--- src/rtl/core_pkg.sv ---
// Shared types and constants for the attention-core tile sequencer.
// Holds the FSM state enum, inst-word bit positions and memory depths.
package core_pkg;

    localparam int QK_DEPTH   = 16;
    localparam int PMEM_DEPTH = 16;
    localparam int MAX_N      = (QK_DEPTH < PMEM_DEPTH) ? QK_DEPTH : PMEM_DEPTH;

    localparam int INST_W        = 20;
    localparam int INST_GET_SUM  = 19;
    localparam int INST_DIV      = 18;
    localparam int INST_ACC      = 17;
    localparam int INST_OFIFO_RD = 16;
    localparam int INST_QK_ADD   = 12;
    localparam int INST_P_ADD    = 8;
    localparam int INST_EXE      = 7;
    localparam int INST_KLD      = 6;
    localparam int INST_QMEM_RD  = 5;
    localparam int INST_QMEM_WR  = 4;
    localparam int INST_KMEM_RD  = 3;
    localparam int INST_KMEM_WR  = 2;
    localparam int INST_PMEM_RD  = 1;
    localparam int INST_PMEM_WR  = 0;

    typedef enum logic [3:0] {
        ST_IDLE,
        ST_LDQ,
        ST_LDK,
        ST_KLD,
        ST_EXE,
        ST_DRN,
        ST_OFR,
        ST_ACC,
        ST_SYN,
        ST_DIV,
        ST_FIN
    } state_e;

endpackage

--- src/rtl/core_ctrl_if.sv ---
// Command, mem_in handshake and status bundle of the tile sequencer.
// master = command source / data feeder, slave = core_ctrl.
interface core_ctrl_if;
    import core_pkg::*;

    logic              start;
    logic [4:0]        n_q;
    logic              data_valid;
    logic              data_ready;
    logic [INST_W-1:0] inst;
    logic              busy;
    logic              done;
    logic              err;

    modport master (
        output start, n_q, data_valid,
        input  data_ready, inst, busy, done, err
    );

    modport slave (
        input  start, n_q, data_valid,
        output data_ready, inst, busy, done, err
    );

endinterface

--- src/rtl/core_ctrl_cnt.sv ---
// Loadable index counter shared by every phase loop of core_ctrl.
// tc flags the last index (lim-1); an increment at tc wraps to 0.
module core_ctrl_cnt #(
    parameter int W = 5
) (
    input  logic         clk,
    input  logic         reset,
    input  logic         clr,
    input  logic         inc,
    input  logic [W-1:0] lim,
    output logic [W-1:0] cnt,
    output logic         tc
);

    logic [W-1:0] cnt_q, cnt_d;

    assign tc  = (cnt_q == lim - W'(1));
    assign cnt = cnt_q;

    always_comb begin
        cnt_d = cnt_q;
        if (clr) begin
            cnt_d = '0;
        end else if (inc) begin
            cnt_d = tc ? '0 : cnt_q + W'(1);
        end
    end

    always_ff @(posedge clk) begin
        if (reset) begin
            cnt_q <= '0;
        end else begin
            cnt_q <= cnt_d;
        end
    end

endmodule

--- src/rtl/core_ctrl.sv ---
// Instruction sequencer for one attention-core tile (load, kernel, exec, drain, norm).
// Define CORE_CTRL_NORM_EN to enable the ACC / SYN / DIV normalization phases.
module core_ctrl
    import core_pkg::*;
#(
    parameter int col       = 8,
    parameter int DRAIN_CYC = 12,
    parameter int SYNC_CYC  = 4
) (
    input  logic       clk,
    input  logic       reset,
    core_ctrl_if.slave bus
);

    localparam logic [4:0] COL_LIM = 5'(col);
    localparam logic [4:0] DRN_LIM = 5'(DRAIN_CYC);
    localparam logic [4:0] SYN_LIM = 5'(SYNC_CYC + 1);

    state_e            state_q, state_d;
    logic [4:0]        nq_q, nq_d;
    logic              div_wr_q, div_wr_d;
    logic [INST_W-1:0] inst_q, inst_d;
    logic              busy_q, busy_d;
    logic              done_q, done_d;
    logic              err_q, err_d;

    logic       cnt_clr, cnt_inc, cnt_tc;
    logic [4:0] cnt_lim, cnt;
    logic       loading, hs, start_seen, n_bad;

    assign loading = (state_q == ST_LDQ) || (state_q == ST_LDK);
    assign hs      = loading && bus.data_valid;
    // done_q marks the FIN cycle's output slot; a start seen there is dropped
    assign start_seen = (state_q == ST_IDLE) && bus.start && !done_q;
    assign n_bad      = (bus.n_q == 5'd0) || (bus.n_q > 5'(MAX_N));

    core_ctrl_cnt #(.W(5)) u_cnt (
        .clk   (clk),
        .reset (reset),
        .clr   (cnt_clr),
        .inc   (cnt_inc),
        .lim   (cnt_lim),
        .cnt   (cnt),
        .tc    (cnt_tc)
    );

    always_ff @(posedge clk) begin
        if (reset) begin
            state_q  <= ST_IDLE;
            nq_q     <= '0;
            div_wr_q <= 1'b0;
            inst_q   <= '0;
            busy_q   <= 1'b0;
            done_q   <= 1'b0;
            err_q    <= 1'b0;
        end else begin
            state_q  <= state_d;
            nq_q     <= nq_d;
            div_wr_q <= div_wr_d;
            inst_q   <= inst_d;
            busy_q   <= busy_d;
            done_q   <= done_d;
            err_q    <= err_d;
        end
    end

    always_comb begin
        state_d  = state_q;
        nq_d     = nq_q;
        div_wr_d = div_wr_q;
        cnt_clr  = 1'b0;
        cnt_inc  = 1'b0;
        cnt_lim  = nq_q;
        unique case (state_q)
            ST_IDLE: begin
                cnt_clr = 1'b1;
                if (start_seen && !n_bad) begin
                    state_d = ST_LDQ;
                    nq_d    = bus.n_q;
                end
            end
            ST_LDQ: begin
                cnt_inc = hs;
                if (hs && cnt_tc) state_d = ST_LDK;
            end
            ST_LDK: begin
                cnt_lim = COL_LIM;
                cnt_inc = hs;
                if (hs && cnt_tc) state_d = ST_KLD;
            end
            ST_KLD: begin
                cnt_lim = COL_LIM;
                cnt_inc = 1'b1;
                if (cnt_tc) state_d = ST_EXE;
            end
            ST_EXE: begin
                cnt_inc = 1'b1;
                if (cnt_tc) state_d = ST_DRN;
            end
            ST_DRN: begin
                cnt_lim = DRN_LIM;
                cnt_inc = 1'b1;
                if (cnt_tc) state_d = ST_OFR;
            end
            ST_OFR: begin
                cnt_inc = 1'b1;
`ifdef CORE_CTRL_NORM_EN
                if (cnt_tc) state_d = ST_ACC;
`else
                if (cnt_tc) state_d = ST_FIN;
`endif
            end
            ST_ACC: begin
                cnt_inc = 1'b1;
                if (cnt_tc) state_d = ST_SYN;
            end
            ST_SYN: begin
                cnt_lim = SYN_LIM;
                cnt_inc = 1'b1;
                if (cnt_tc) state_d = ST_DIV;
            end
            ST_DIV: begin
                // row index advances only after the write half
                cnt_inc  = div_wr_q;
                div_wr_d = !div_wr_q;
                if (div_wr_q && cnt_tc) state_d = ST_FIN;
            end
            ST_FIN: begin
                cnt_clr = 1'b1;
                state_d = ST_IDLE;
            end
            default: begin
                cnt_clr = 1'b1;
                state_d = ST_IDLE;
            end
        endcase
    end

    always_comb begin
        inst_d = '0;
        done_d = (state_q == ST_FIN);
        err_d  = start_seen && n_bad;
        busy_d = (state_d != ST_IDLE);
        unique case (state_q)
            ST_LDQ: if (hs) begin
                inst_d[INST_QMEM_WR]     = 1'b1;
                inst_d[INST_QK_ADD +: 4] = cnt[3:0];
            end
            ST_LDK: if (hs) begin
                inst_d[INST_KMEM_WR]     = 1'b1;
                inst_d[INST_QK_ADD +: 4] = cnt[3:0];
            end
            ST_KLD: begin
                inst_d[INST_KLD]         = 1'b1;
                inst_d[INST_KMEM_RD]     = 1'b1;
                inst_d[INST_QK_ADD +: 4] = cnt[3:0];
            end
            ST_EXE: begin
                inst_d[INST_EXE]         = 1'b1;
                inst_d[INST_QMEM_RD]     = 1'b1;
                inst_d[INST_QK_ADD +: 4] = cnt[3:0];
            end
            ST_OFR: begin
                inst_d[INST_OFIFO_RD]   = 1'b1;
                inst_d[INST_PMEM_WR]    = 1'b1;
                inst_d[INST_P_ADD +: 4] = cnt[3:0];
            end
            ST_ACC: begin
                inst_d[INST_ACC]        = 1'b1;
                inst_d[INST_PMEM_RD]    = 1'b1;
                inst_d[INST_P_ADD +: 4] = cnt[3:0];
            end
            ST_SYN: inst_d[INST_GET_SUM] = (cnt == 5'd0);
            ST_DIV: begin
                inst_d[INST_DIV]        = 1'b1;
                inst_d[INST_PMEM_RD]    = !div_wr_q;
                inst_d[INST_PMEM_WR]    = div_wr_q;
                inst_d[INST_P_ADD +: 4] = cnt[3:0];
            end
            default: inst_d = '0;
        endcase
`ifndef CORE_CTRL_NORM_EN
        inst_d[INST_GET_SUM] = 1'b0;
        inst_d[INST_DIV]     = 1'b0;
        inst_d[INST_ACC]     = 1'b0;
`endif
    end

    assign bus.data_ready = loading;
    assign bus.inst       = inst_q;
    assign bus.busy       = busy_q;
    assign bus.done       = done_q;
    assign bus.err        = err_q;

endmodule

--- src/flat_wrapper.sv ---
// flat-port wrapper written by rule: the top's interface ports become plain ports
module core_ctrl_flat import core_pkg::*;
#(
    parameter int col       = 8,
    parameter int DRAIN_CYC = 12,
    parameter int SYNC_CYC  = 4
)
  (clk, reset, bus_start, bus_n_q, bus_data_valid, bus_data_ready, bus_inst, bus_busy, bus_done, bus_err);
  core_ctrl_if bus_i ();
  input  logic clk;
  input  logic reset;
  input wire logic [$bits(bus_i.start)-1:0] bus_start;
  input wire logic [$bits(bus_i.n_q)-1:0] bus_n_q;
  input wire logic [$bits(bus_i.data_valid)-1:0] bus_data_valid;
  output wire logic [$bits(bus_i.data_ready)-1:0] bus_data_ready;
  output wire logic [$bits(bus_i.inst)-1:0] bus_inst;
  output wire logic [$bits(bus_i.busy)-1:0] bus_busy;
  output wire logic [$bits(bus_i.done)-1:0] bus_done;
  output wire logic [$bits(bus_i.err)-1:0] bus_err;
  assign bus_i.start = bus_start;
  assign bus_i.n_q = bus_n_q;
  assign bus_i.data_valid = bus_data_valid;
  assign bus_data_ready = bus_i.data_ready;
  assign bus_inst = bus_i.inst;
  assign bus_busy = bus_i.busy;
  assign bus_done = bus_i.done;
  assign bus_err = bus_i.err;
  core_ctrl #(.col(col), .DRAIN_CYC(DRAIN_CYC), .SYNC_CYC(SYNC_CYC)) u_core (.clk(clk), .reset(reset), .bus(bus_i));
endmodule
--- config.mk ---
export PLATFORM = sky130hd
export DESIGN_NAME = core_ctrl_flat
export DESIGN_NICKNAME = d
export VERILOG_FILES = /design/src/rtl/core_pkg.sv /design/src/rtl/core_ctrl_if.sv /design/src/rtl/core_ctrl_cnt.sv /design/src/rtl/core_ctrl.sv /design/src/flat_wrapper.sv
export SDC_FILE = /design/constraint.sdc
export NUM_CORES = 1
export LEC_CHECK = 0
export ABC_CLOCK_PERIOD_IN_PS = 7100
export CORE_MARGIN = 2
export CORE_UTILIZATION = 25
export CTS_CLUSTER_SIZE = 20
export DETAILED_ROUTE_END_ITERATION = 6
export GPL_ROUTABILITY_DRIVEN = 0
export GPL_TIMING_DRIVEN = 1
export PLACE_DENSITY_LB_ADDON = 0.3
export SYNTH_ARGS = -nofsm -noshare
export SYNTH_HDL_FRONTEND = slang
export SYNTH_HIERARCHICAL = 1
export SYNTH_SLANG_ARGS = --single-unit
--- constraint.sdc ---
create_clock -name clk -period 7.1 [get_ports clk]
set_clock_uncertainty 0.15 [all_clocks]
set_input_delay 1.42 -clock clk [delete_from_list [all_inputs] [get_ports clk]]
set_output_delay 1.42 -clock clk [all_outputs]
set_load 0.02 [all_outputs]
After elaboration in Yosys (flattened, before gate mapping). Cells that the tools add are included. Widths: inputs -> output; s select.

Latch bits: 0. RAM bits: 0. Flip-flop bits (word level): 38. Word-level logic and storage cells: 78. Memories kept: 0. Input port bits: 9. Memory bits (read-only): 0. Output and inout bits: 24.

$add $sub $neg: 2. Bitwise logic cells: 4. Order comparisons: 1. Shift-type cells: 0. Equality and inequality tests: 11. Div/mod/pow operators: 0. Multiplexer cells: 22. Multipliers: 0. Reduce and logical (&&, ||, !) cells: 26.

Operators by type and width (count): $mux 4 (11); $pmux 4 s10 (1); $eq 4x3->1 const B (4); $pmux 5 s3 (1); $reduce_or 2->1 (7); $eq 4x4->1 const B (3); $reduce_or 9->1 (1); $eq 4x2->1 const B (2); $pmux 4 s2 (1); $logic_and 1x1->1 (7); $reduce_or 6->1 (1); $add 5x1->5 const B (1); $eq 5x5->1 (1); $gt 5x5->1 const B (1); $logic_not 5->1 (1); $mux 5 (1); $sub 5x1->5 const B (1); $eq 4x1->1 const B (1); $logic_not 4->1 (1); $mux 1 (4); $not 1->1 (4); $pmux 1 s2 (2); $reduce_bool 4->1 (1); $logic_not 1->1 (3); 4 further kinds (5).

Depth between registers and ports, before layout.
Word-level depth: 9. Gate-level depth with buffers: 17. Mapped depth without buffers: 15.

Cells and area by module. Netlist, hierarchy kept.

Modules (own cells, without submodules): core_ctrl (cells an instance 146, sequential area each 560.5 um^2, area each 1280.0 um^2, instances 1); core_ctrl_cnt (cells an instance 44, sequential area each 100.1 um^2, area each 404.1 um^2, instances 1).

Least setup slack after synthesis. No wires, ideal clock.

Path type: register to register. Start: register u_core.state_q[0]. End: register u_core.busy_q (netlist: u_core/bus.busy). Path slack: 3.708 ns. Clock period less this slack: 3.392 ns. Setup time: 0.133 ns. Cell stages (with the launch flop): 17. Arrival: 3.110 ns. Buffers on the path: 3. Data required time: 6.817 ns. Cell sequence: dfxtp_1 clkbuf_1 clkbuf_1 a211oi_1 a21o_1 and2_1 inv_1 ha_1 nor3b_2 xnor2_1 nor3_2 clkbuf_1 nand2_1 a2bb2oi_1 o32ai_1 a2111oi_1 o21ai_1.

Cells in the longest elaborated chain, start to end: 9. Elaborated cells between the ends (all ways): 33. Classes of those cells: add/sub (1); eq/ne (10); mux (12); reduce/logical (10).

RTL lines: start: declaration (RTL line core_ctrl.sv:19) `state_e state_q, state_d;`; start signal: assignment (RTL line core_ctrl.sv:57) `state_q <= state_d;`; $eq 4x2->1 (RTL line core_ctrl.sv:74) `unique case (state_q)`; $reduce_or 2->1 (no line); $pmux 5 s3 (*) (RTL line core_ctrl.sv:74); named net u_core.cnt_lim[1] (RTL line core_ctrl.sv:28) `logic [4:0] cnt_lim, cnt;`; $sub 5x1->5 (*) (RTL line core_ctrl_cnt.sv:17) `assign tc = (cnt_q == lim - W'(1));`; $eq 5x5->1 (*) (RTL line core_ctrl_cnt.sv:17); named net u_core.cnt_tc (RTL line core_ctrl.sv:27) `logic cnt_clr, cnt_inc, cnt_tc;`; $logic_and 1x1->1, on equally long branches (RTL line core_ctrl.sv:126, core_ctrl.sv:84, core_ctrl.sv:89); $mux 4, on equally long branches (RTL line core_ctrl.sv:126, core_ctrl.sv:84, core_ctrl.sv:89); $pmux 4 s10 (*) (RTL line core_ctrl.sv:74); $reduce_bool 4->1 (*) (RTL line core_ctrl.sv:143) `busy_d = (state_d != ST_IDLE);`; end signal: assignment (RTL line core_ctrl.sv:61) `busy_q <= busy_d;`; end: declaration (RTL line core_ctrl.sv:23) `logic busy_q, busy_d;`.

The timed path passes the listed nets; every way through them passes the cells marked *. A chain may end at the register's enable or synchronous reset.

Worst setup path after layout.
Start: register u_core.state_q[2]. End: register u_core.busy_q (netlist: u_core/bus.busy).

Same word-level chain as after synthesis.

==> reports/metrics.cfg <==
[critical_path]
path_class = reg2reg
worst-path-buf-inv = 1
arrival_ns = 3.95
crit_chain = nand2b_1 -> nor2_1 -> a211oi_1 -> a21o_1 -> and2_1 -> inv_1 -> ha_1 -> nor3b_2 -> xnor2_1 -> nor3_2 -> nand2_1 -> a2bb2oi_1 -> o32ai_1 -> a2111oi_1 -> o21ai_1
critPathRequiredTime_ns = 7.10
worstPathMaxFanout = 18
cp_slowest_cell = dfxtp_1
end_kind = flip-flop
cp_top_family = simple AND/OR/NAND/NOR gates
start_kind = flip-flop
slowest_delay_ns = 0.64

[floorplan]
start_util_pct = 26.22
die_area_um2 = 7409
core-area_um2 = 6422
die_h_um = 86.08
io_pins = 33
die-width_um = 86.08
rows = 29

[timing]
period_share_pct = 55.58
tightest_slew_ns = 1.005
setup_viol = 0
hold_viol_final = 0
timing.hold.ws_ns = 0.3498
worst_slack_ns = 3.154
slew_violations = 0
rsz0062_at_grt = false
relSlewSlack_pct = 31.29
fin_tns_setup_ns = 0
finalCriticalPeriod_ns = 3.946
fmax_mhz = 253.4

[yosys]
yosysTopAreaCellShare_pct = 39.23
synth_edf_count = 0
syn_avg_cell_area_um2 = 8.864
synth_cells = 190
ys_warn_count = 6
syn_area_um2 = 1684
yosysTopAreaCell = dfxtp_1
ys.flop_type = dfxtp_1
yosysSeqAreaShare_pct = 39.23
async_flop_share_pct = 0
synth-seq-cells = 33
synth.area.top_cells = dfxtp_1, and2_1, mux2i_1, nor2_1, a21oi_1
yosys.cell_types.count = 53

[final_layout]
final_area_um2 = 2112
seq_area_um2 = 660.6
multi_input_area_um2 = 908.4
final_common_cell = dfxtp_1
final_util_pct = 32.89
final_cell_mix = dfxtp_1, clkdlybuf4s50_1, nor2_1, a21oi_1, and2_1
final.fill_count = 678
post_route_cells_drive_above_1_share_pct = 8.491
diodes = 0
fin_nets = 222
area_growth_syn_to_layout_pct = 25.41

[run_status]
outcome = complete, no violations

[global_routing]
grt_usage_pct = 10.67
grt_pass1_wl_um = 6161
grt_pass1_vias = 1297
grt_max_degree = 21
grt.overflow.total = 0
grt_antenna_before_repair = 0

[clocking]
numCtsBuffers = 5
clkTransAtPathRegs_ns = 0.07
hold_buffers = 0
cts_root_buffer = clkbuf_8
clkSinkCount = 33
cts.path.max_buffers = 2
tritoncts = built
post_cts_buffers = 0
cts.repair.resized = 0
htree_levels = 2
worst_skew_pair.late_latency_ns = 0.28

[placement]
portBuffers = 29
dp_hpwl_um = 2568
place_area_um2 = 1978
pre_cts_ws_ns = 3.175

[pwr]
p_leak_nw = 0.7411
power_density_nw_per_um2 = 208.5
ir_drop_mv = 0.07561

[route]
drtIter0Drc = 114
vias = 1361
wl_um = 3569
drc = 0
viasPerCell = 4.709
ant_nets = 0
drt-wirelength-per-cell_um = 12.35
drtPass1Iterations = 4

[hold_path]
hp-class = reg2reg

[run]
max-cap-violations = 0

==> area by class of cell <==
type | count | share of cell area [%]
Clock buffer | 5 | 3.258
Clock inverter | 3 | 3.081
Inverter | 6 | 1.066
Multi-Input combinational cell | 136 | 43.01
Sequential cell | 33 | 31.28
Tap cell | 77 | 4.562
Timing Repair Buffer | 29 | 13.74
==> worst min-delay path, cell delays in order (launching register included) <==
cell and delay, ns:
dfxtp_1 0.33, mux2i_1 0.06, nor2_1 0.07
==> final timing paths <==
path,depth (start not counted),end,slack [ns],start
hold / removal,2,u_core/nq_q[1],0.35,u_core/nq_q[1]
hold reg to reg,2,u_core/nq_q[1],0.35,u_core/nq_q[1]
setup reg to reg,15,u_core/bus.busy,3.15,u_core/state_q[2]
setup / recovery,15,u_core/bus.busy,3.15,u_core/state_q[2]
==> layer usage <==
| metal | global-route usage (%) | wire length, um |
|---|---|---|
| met3 | 2.599 | 217 |
| met5 | 0 | 0 |
| met2 | 15.22 | 1443 |
| met1 | 15.08 | 1851 |
| met4 | 4.762 | 58 |
==> synthesized netlist by cell type (3+ instances only) <==
| master | count |
|---|---|
| nand2_1 | 8 |
| a21oi_1 | 11 |
| xnor2_1 | 5 |
| dfxtp_1 | 33 |
| nand2b_1 | 8 |
| o21ai_0 | 6 |
| xor2_1 | 4 |
| nor2b_1 | 4 |
| nor3_1 | 8 |
| buf_4 | 5 |
| nor2_1 | 16 |
| mux2i_1 | 6 |
| inv_1 | 6 |
| and2_1 | 11 |
| nand3_1 | 3 |
| o32ai_1 | 4 |
| clkbuf_1 | 8 |
==> stage by stage <==
stage / std cells / power, mW
global route: 289 / 0.4624
CTS: 289 / 0.4470
floorplan: 192 / 0.2274
finish: 289 / 0.4404
global placement: 281 / 0.2380
detailed placement: 281 / 0.2380
==> registers in the layout, summed over array words and instances (netlist names) <==
signal and cells:
u_core/bus.err 1, u_core/u_cnt/cnt 5, u_core/nq_q 5, u_core/div_wr_q 1
u_core/state_q 4, u_core/bus.inst 15, u_core/bus.busy 1, u_core/bus.done 1
==> kinds of logic (layout without fill, tap and decap cells) <==
logic type | Yosys count | in the layout | share of synthesized area (%)
simple gates | 77 | 77 | 26.75
compound gates | 37 | 37 | 14.86
flops | 33 | 33 | 39.23
buf+inv | 23 | 43 | 7.281
xor+xnor | 10 | 10 | 6.017
mux | 6 | 6 | 3.566
fa+ha+maj | 3 | 3 | 2.080
other cells | 1 | 3 | 0.2227
==> power by group <==
part           leakage, nW  switching [mW]  total (mW)  internal (mW)
combinational        0.406          0.0219      0.0417         0.0198
sequential           0.267         0.00387       0.192          0.188
clock               0.0681          0.0673       0.207          0.139
No activity file was read; power rests on OpenSTA's default activity.
